$ cat config.mk
export PLATFORM = sky130hd
export DESIGN_NAME = pipe_ctrl
export DESIGN_NICKNAME = d
export VERILOG_FILES = /design/src/rtl/pipe_ctrl_pkg.sv /design/src/rtl/pipe_ctrl_fwd_match.sv /design/src/rtl/pipe_ctrl.sv
export SDC_FILE = /design/constraint.sdc
export NUM_CORES = 1
export LEC_CHECK = 0
export CAP_MARGIN = 20
export CORE_UTILIZATION = 45
export DETAILED_ROUTE_END_ITERATION = 8
export PLACE_DENSITY = 0.71
export SLEW_MARGIN = 5
export SYNTH_ARGS = -nofsm -noshare
export SYNTH_HDL_FRONTEND = slang
export SYNTH_SLANG_ARGS = --single-unit
$ cat constraint.sdc
create_clock -name clk -period 1.62 [get_ports clk]
set_input_delay 0.324 -clock clk [delete_from_list [all_inputs] [get_ports clk]]
set_output_delay 0.324 -clock clk [all_outputs]
set_load 0.01 [all_outputs]
$ cat src/rtl/pipe_ctrl_pkg.sv
`default_nettype none
// ============================================================================
//  Module      : pipe_ctrl_pkg
//  Description : Shared types, constants and helper functions for the LC-3b
//                pipeline control unit (pipe_ctrl) and its forwarding matcher.
//                Optional feature macro used by pipe_ctrl: PIPE_CTRL_PERF_EN.
//  Revision    : 1.0 - initial release
// ============================================================================
package pipe_ctrl_pkg;

    // LC-3b has eight architectural registers.
    localparam int LC3B_REG_W = 3;

    typedef logic [LC3B_REG_W-1:0] lc3b_reg;

    // One scoreboard entry: what an in-flight instruction will write back.
    typedef struct packed {
        logic    valid;
        logic    wr;
        logic    is_load;
        lc3b_reg dest;
    } pipe_slot_t;

    // Forwarding select value meaning "use the ID/EX register operand".
    localparam int FWD_REGFILE = 0;

    // True when an entry is a live producer of register r.
    function automatic logic dest_hit(input logic    valid,
                                      input logic    wr,
                                      input lc3b_reg dest,
                                      input lc3b_reg r);
        return valid & wr & (dest == r);
    endfunction

    // 32-bit counter increment that sticks at all-ones.
    function automatic logic [31:0] sat_inc32(input logic [31:0] v);
        return (v == 32'hFFFF_FFFF) ? v : v + 32'd1;
    endfunction

endpackage : pipe_ctrl_pkg
`default_nettype wire

$ cat src/rtl/pipe_ctrl_fwd_match.sv
`default_nettype none
// ============================================================================
//  Module      : pipe_ctrl_fwd_match
//  Description : Forwarding select for one EX source operand. Scans the
//                downstream scoreboard slots (1 = MEM .. FWD_STAGES = WB) and
//                returns the index of the youngest live producer of the
//                operand, or FWD_REGFILE when none exists.
//  Ports       : src        - EX source register
//                src_used   - operand is actually read
//                slot_valid - per downstream slot: holds a real instruction
//                slot_wr    - per downstream slot: writes the regfile
//                slot_dest  - per downstream slot: destination register
//                sel        - forwarding select for this operand
//  Revision    : 1.0 - initial release
// ============================================================================
module pipe_ctrl_fwd_match
    import pipe_ctrl_pkg::*;
#(
    parameter int FWD_STAGES = 2,
    parameter int FWD_SEL_W  = $clog2(FWD_STAGES + 1)
) (
    input  lc3b_reg                   src,
    input  logic                      src_used,
    input  logic    [FWD_STAGES:1]    slot_valid,
    input  logic    [FWD_STAGES:1]    slot_wr,
    input  lc3b_reg [FWD_STAGES:1]    slot_dest,
    output logic    [FWD_SEL_W-1:0]   sel
);

    // Scan oldest to youngest so the last hit, i.e. the youngest producer,
    // is the one that sticks.
    always_comb begin
        sel = FWD_SEL_W'(FWD_REGFILE);
        for (int k = FWD_STAGES; k >= 1; k--) begin
            if (src_used && dest_hit(slot_valid[k], slot_wr[k], slot_dest[k], src)) begin
                sel = FWD_SEL_W'(k);
            end
        end
    end

endmodule : pipe_ctrl_fwd_match
`default_nettype wire

$ cat src/rtl/pipe_ctrl.sv
`default_nettype none
// ============================================================================
//  Module      : pipe_ctrl
//  Description : Pipeline control unit for the LC-3b in-order pipeline.
//                Shadows the EX stage and FWD_STAGES downstream stages in a
//                scoreboard and derives stage-register load enables, load-use
//                bubbles, redirect flushes and EX forwarding selects.
//                Optional macro PIPE_CTRL_PERF_EN adds saturating 32-bit
//                performance counters.
//  Ports       : clk, reset (async, active-low)
//                id_*        - ID-stage instruction summary
//                mem_busy    - cache access outstanding, freezes everything
//                redirect    - taken control transfer resolved (1-cycle)
//                advance     - load enable for EX and later stage registers
//                load_if_id  - load enable for PC and IF/ID
//                bubble_ex   - ID/EX loads a NOP
//                flush_id    - IF/ID loads a NOP
//                fwd_sel     - per-operand EX forwarding select
//                perf_*      - (PIPE_CTRL_PERF_EN only) event counters
//  Revision    : 1.0 - initial release
// ============================================================================
module pipe_ctrl
    import pipe_ctrl_pkg::*;
#(
    parameter int NUM_SRC    = 2,
    parameter int REG_ADDR_W = 3,
    parameter int FWD_STAGES = 2,
    parameter int FWD_SEL_W  = $clog2(FWD_STAGES + 1)
) (
    input  logic                            clk,
    input  logic                            reset,
    input  logic                            id_valid,
    input  logic                            id_wr,
    input  logic                            id_is_load,
    input  logic [REG_ADDR_W-1:0]           id_dest,
    input  logic [NUM_SRC*REG_ADDR_W-1:0]   id_src,
    input  logic [NUM_SRC-1:0]              id_src_used,
    input  logic                            mem_busy,
    input  logic                            redirect,
    output logic                            advance,
    output logic                            load_if_id,
    output logic                            bubble_ex,
    output logic                            flush_id,
    output logic [NUM_SRC*FWD_SEL_W-1:0]    fwd_sel
`ifdef PIPE_CTRL_PERF_EN
    ,
    output logic [31:0]                     perf_stall_cyc,
    output logic [31:0]                     perf_bubble_cnt,
    output logic [31:0]                     perf_flush_cnt
`endif
);

    // ------------------------------------------------------------------
    // Scoreboard state
    // ------------------------------------------------------------------
    // Slot 0 (EX) keeps the full entry plus its source operands.
    pipe_slot_t                 ex_q;
    lc3b_reg [NUM_SRC-1:0]      ex_src;
    logic    [NUM_SRC-1:0]      ex_src_used;

    // Downstream slots only need what forwarding looks at; is_load matters
    // solely for the load-use check against EX.
    logic    [FWD_STAGES:1]     dn_valid;
    logic    [FWD_STAGES:1]     dn_wr;
    lc3b_reg [FWD_STAGES:1]     dn_dest;

    // A redirect seen during a freeze, still waiting to be applied.
    logic                       pending_flush;

    logic                       load_use;
    logic                       flush_eff;
    logic                       kill_slot0;

    // ------------------------------------------------------------------
    // Hazard detection and stage enables
    // ------------------------------------------------------------------
    always_comb begin
        load_use = 1'b0;
        for (int i = 0; i < NUM_SRC; i++) begin
            if (id_src_used[i] &&
                dest_hit(ex_q.valid, ex_q.wr, ex_q.dest,
                         lc3b_reg'(id_src[i*REG_ADDR_W +: REG_ADDR_W]))) begin
                load_use = 1'b1;
            end
        end
        load_use = load_use & id_valid & ex_q.is_load;
    end

    assign flush_eff  = redirect | pending_flush;

    // Gating with reset keeps every enable low while reset is held.
    assign advance    = reset & ~mem_busy;
    // A flush overrides the load-use hold so the redirected PC is taken.
    assign load_if_id = advance & (~load_use | flush_eff);
    // The flush kills the consumer anyway, so no bubble is needed then.
    assign bubble_ex  = advance & load_use & ~flush_eff;
    assign flush_id   = advance & flush_eff;
    assign kill_slot0 = bubble_ex | flush_id;

    // ------------------------------------------------------------------
    // Scoreboard update
    // ------------------------------------------------------------------
    always_ff @(posedge clk or negedge reset) begin
        if (!reset) begin
            ex_q          <= '0;
            ex_src        <= '0;
            ex_src_used   <= '0;
            dn_valid      <= '0;
            dn_wr         <= '0;
            dn_dest       <= '0;
            pending_flush <= 1'b0;
        end else begin
            if (mem_busy) begin
                pending_flush <= pending_flush | redirect;
            end else begin
                pending_flush <= 1'b0;
            end

            if (advance) begin
                for (int k = FWD_STAGES; k >= 2; k--) begin
                    dn_valid[k] <= dn_valid[k-1];
                    dn_wr[k]    <= dn_wr[k-1];
                    dn_dest[k]  <= dn_dest[k-1];
                end
                dn_valid[1] <= ex_q.valid;
                dn_wr[1]    <= ex_q.wr;
                dn_dest[1]  <= ex_q.dest;

                if (kill_slot0) begin
                    ex_q        <= '0;
                    ex_src      <= '0;
                    ex_src_used <= '0;
                end else begin
                    ex_q.valid   <= id_valid;
                    ex_q.wr      <= id_wr;
                    ex_q.is_load <= id_is_load;
                    ex_q.dest    <= lc3b_reg'(id_dest);
                    for (int i = 0; i < NUM_SRC; i++) begin
                        ex_src[i] <= lc3b_reg'(id_src[i*REG_ADDR_W +: REG_ADDR_W]);
                    end
                    ex_src_used  <= id_src_used;
                end
            end
        end
    end

    // ------------------------------------------------------------------
    // Forwarding selects, one matcher per EX operand
    // ------------------------------------------------------------------
    generate
        for (genvar g = 0; g < NUM_SRC; g++) begin : g_fwd
            pipe_ctrl_fwd_match #(
                .FWD_STAGES (FWD_STAGES),
                .FWD_SEL_W  (FWD_SEL_W)
            ) u_fwd_match (
                .src        (ex_src[g]),
                .src_used   (ex_src_used[g]),
                .slot_valid (dn_valid),
                .slot_wr    (dn_wr),
                .slot_dest  (dn_dest),
                .sel        (fwd_sel[g*FWD_SEL_W +: FWD_SEL_W])
            );
        end
    endgenerate

    // ------------------------------------------------------------------
    // Optional performance counters
    // ------------------------------------------------------------------
`ifdef PIPE_CTRL_PERF_EN
    always_ff @(posedge clk or negedge reset) begin
        if (!reset) begin
            perf_stall_cyc  <= '0;
            perf_bubble_cnt <= '0;
            perf_flush_cnt  <= '0;
        end else begin
            if (mem_busy) begin
                perf_stall_cyc <= sat_inc32(perf_stall_cyc);
            end
            if (bubble_ex) begin
                perf_bubble_cnt <= sat_inc32(perf_bubble_cnt);
            end
            if (flush_id) begin
                perf_flush_cnt <= sat_inc32(perf_flush_cnt);
            end
        end
    end
`endif

endmodule : pipe_ctrl
`default_nettype wire

==> out/metrics.yaml <==
synth.most_common_cell: "nand2_1"
fp.dieH_um: 55.4
dp_hpwl_um: 2190
first_iter_violations: 22
power_density_nw_per_um2: 773
clock-sinks: 25
synth_fp_nets: 140
die-area_um2: 3070
ys_seq_elements: 25
first_pass_iters: 4
overflow: 0
nets: 198
clk_path_buf_depth: 2
crit_family: "buffers and inverters"
path_class: "in2out"
synth_ff_type: "dfrtp_1"
yosysSeqAreaShare: 0.488
hold_violations: 0
yosys.area.top_type: "dfrtp_1"
rsz0062_at_grt: "yes"
antenna_found_initial: 0
yosys-top-cells-count: "nand2_1, dfrtp_1, mux2_2, o21ai_2, xor2_1"
fmax_mhz: 540
setup_viol_count_final: 9
drive_gt1_frac: 0.419
timing.final.max_slew_violations: 0
root_buffer: "clkbuf_4"
routedWlPerCell_um: 13.9
num_vias: 1066
cap_violations: 0
antenna_left: 0
grt_pass1_vias: 1092
cp_slowest_cell: "clkdlybuf4s50_1"
post-route-min-period_ps: 1850
routed_wl_um: 2900
seqPwrFrac: 0.543
placedCellCount: 198
port_buffers: 25
finClkSkew_ps: 4.77
final_cells: 209
design.core.area_um2: 2590
netlist_instances: 122
path_buf_inv: 2
post-route-period-util: 1.14
clk_pin_slew_worst_paths_ps: 130
cp_slowest_stage_delay_ps: 520
synthToLayoutAreaGrowth_pct: 42.4
min_path_type: "in2async"
end_kind: "primary output"
async_reset_ff_frac: 1.00
arrival_ps: 1530
htree_num_levels: 1
cp_cell_sequence: "clkdlybuf4s50_1 -> xnor2_1 -> nand4_1 -> nand2_2 -> and3_1 -> buf_2"
drc_errors: 0
worstSetupStartpointType: "input port"
initial_core_util: 0.495
worst-path-max-fanout: 2
net-switching-power_uw: 402
post-route-cell-area_um2: 1830
grt_first_pass_wirelength_um: 4910
netlist_top_cells_area: "dfrtp_1, mux2_2, nand2_1, o21ai_2, xor2_1"
synth_top_area_frac: 0.488
ir_worst_vdd_uv: 636
synthDistinctLibCells: 24
violations: "setup timing"
combPwrFrac: 0.263
grt_max_degree: 26
status: "finished, violations left"
syn_area_um2: 1280
synth_warnings: 0
sw_frac_of_total: 0.285
die_x_um: 55.4
clock_latency_ps: 310
synth_edf_count: 0
vias_per_cell: 5.10
cts-buffers-inserted: 3
p_leak_nw: 0.894
n_antenna_cell: 0
fin_ws_ps: -232
tritoncts: "built"
cell_internal_pwr_mw: 1.01
tightestPinTransition_ps: 317
power.total_mw: 1.41
cp.required_ps: 1300
postSynthAreaPerCell_um2: 10.5
grt_usage: 0.202
gp_congestion: 0.816
timing.slew.headroom: 0.789
dpl_cell_area_um2: 1730
cts_hold_buf: 0
pwr-share-clk: 0.194
io_pins: 26
num_rows: 18
metrics by stage:
step           setup slack, ps  utilization  TNS, ps  hold WS, ps
2_1_floorplan             23.8            -        0         28.4
3_3_place_gp              -622        0.667    -6120          460
3_5_place_dp              -615        0.667    -6830          486
4_1_cts                   -184        0.689    -2780          287
5_1_grt                   -299        0.705    -1420          292
6_report                  -232        0.705     -865          271
layer usage:
metal  up-vias  track usage  share of wire
li1        532            -              -
met1       505        0.269           0.44
met2        23        0.339           0.52
met3         6       0.0234          0.025
met4         0       0.0714          0.014
met5         -            0              0
worst register-to-register path: stages, from the launching register on:
cell     delay [ps]
dfrtp_1         450
xnor2_1         190
nand4_1         170
buf_4           170
buf_6           110
a21oi_4         200
buf_6           150
o21ai_1          70
cells in the final DEF (no fill, tap or decap), types with 2 or more instances in the layout:
master           count
buf_2                8
buf_4               28
buf_6                5
clkbuf_4             3
clkdlybuf4s50_1     14
dfrtp_1             24
dlygate4sd2_1        3
mux2_2              10
nand2_1             28
nand3_1              2
nand4_1              5
nor4_1               2
nor4_2               2
o21ai_1              3
o21ai_2             11
xnor2_1              8
xor2_1              10
power groups by stage:
stage / logic [mW] / registers [mW] / clock network [mW]
floorplan: 0.166 / 0.769 / 0
global placement: 0.329 / 0.771 / 0
detailed placement: 0.338 / 0.778 / 0
CTS: 0.357 / 0.765 / 0.281
global route: 0.406 / 0.779 / 0.303
finish: 0.371 / 0.767 / 0.274
final timing paths:
kind / from / slack (ps) / end / cells past startpoint
min reg2reg: ex_q[3]$_DFFE_PN0P_ / 510 / ex_q[3]$_DFFE_PN0P_ / 2
max: id_src[4] / -230 / bubble_ex / 6
max reg2reg: ex_q[2]$_DFFE_PN0P_ / 20 / ex_q[2]$_DFFE_PN0P_ / 7
min: reset / 270 / dn_wr[2]$_DFFE_PN0P_ / 2
min in group clk: id_src[5] / 400 / ex_src[5]$_DFFE_PN0P_ / 3
max in group asynchronous: reset / 1080 / ex_q[1]$_DFFE_PN0P_ / 2
repair_timing:
| item | CTS | global route |
|---|---|---|
| pin swaps | 16 | 8 |
| setup buffers | 6 | 4 |
| endpoints found under the setup margin | 8 | 20 |
| resized for setup | 42 | 13 |
state kept, by name (all words and copies together) (netlist names):
register and cells:
dn_dest 6, ex_src 6, ex_src_used 2, ex_q 6, dn_wr 2, dn_valid 2, pending_flush 1
logic make-up (layout without fill, tap and decap cells):
| family | Yosys count | in the layout | share of synthesized area |
|---|---|---|---|
| simple gates | 47 | 47 | 0.174 |
| flops | 25 | 25 | 0.488 |
| xor+xnor | 18 | 18 | 0.123 |
| compound gates | 16 | 16 | 0.0946 |
| mux | 10 | 10 | 0.0878 |
| buf+inv | 6 | 63 | 0.0332 |
final cells by class:
type                       instances  area [µm²]
fill                             201         763
inverter                           1        3.75
tap                               30        37.5
multi-input combinational         91         659
sequential                        25         627
clock buffer                       4        26.3
timing repair buffer              58         473
(Power assumes the default switching activity.)
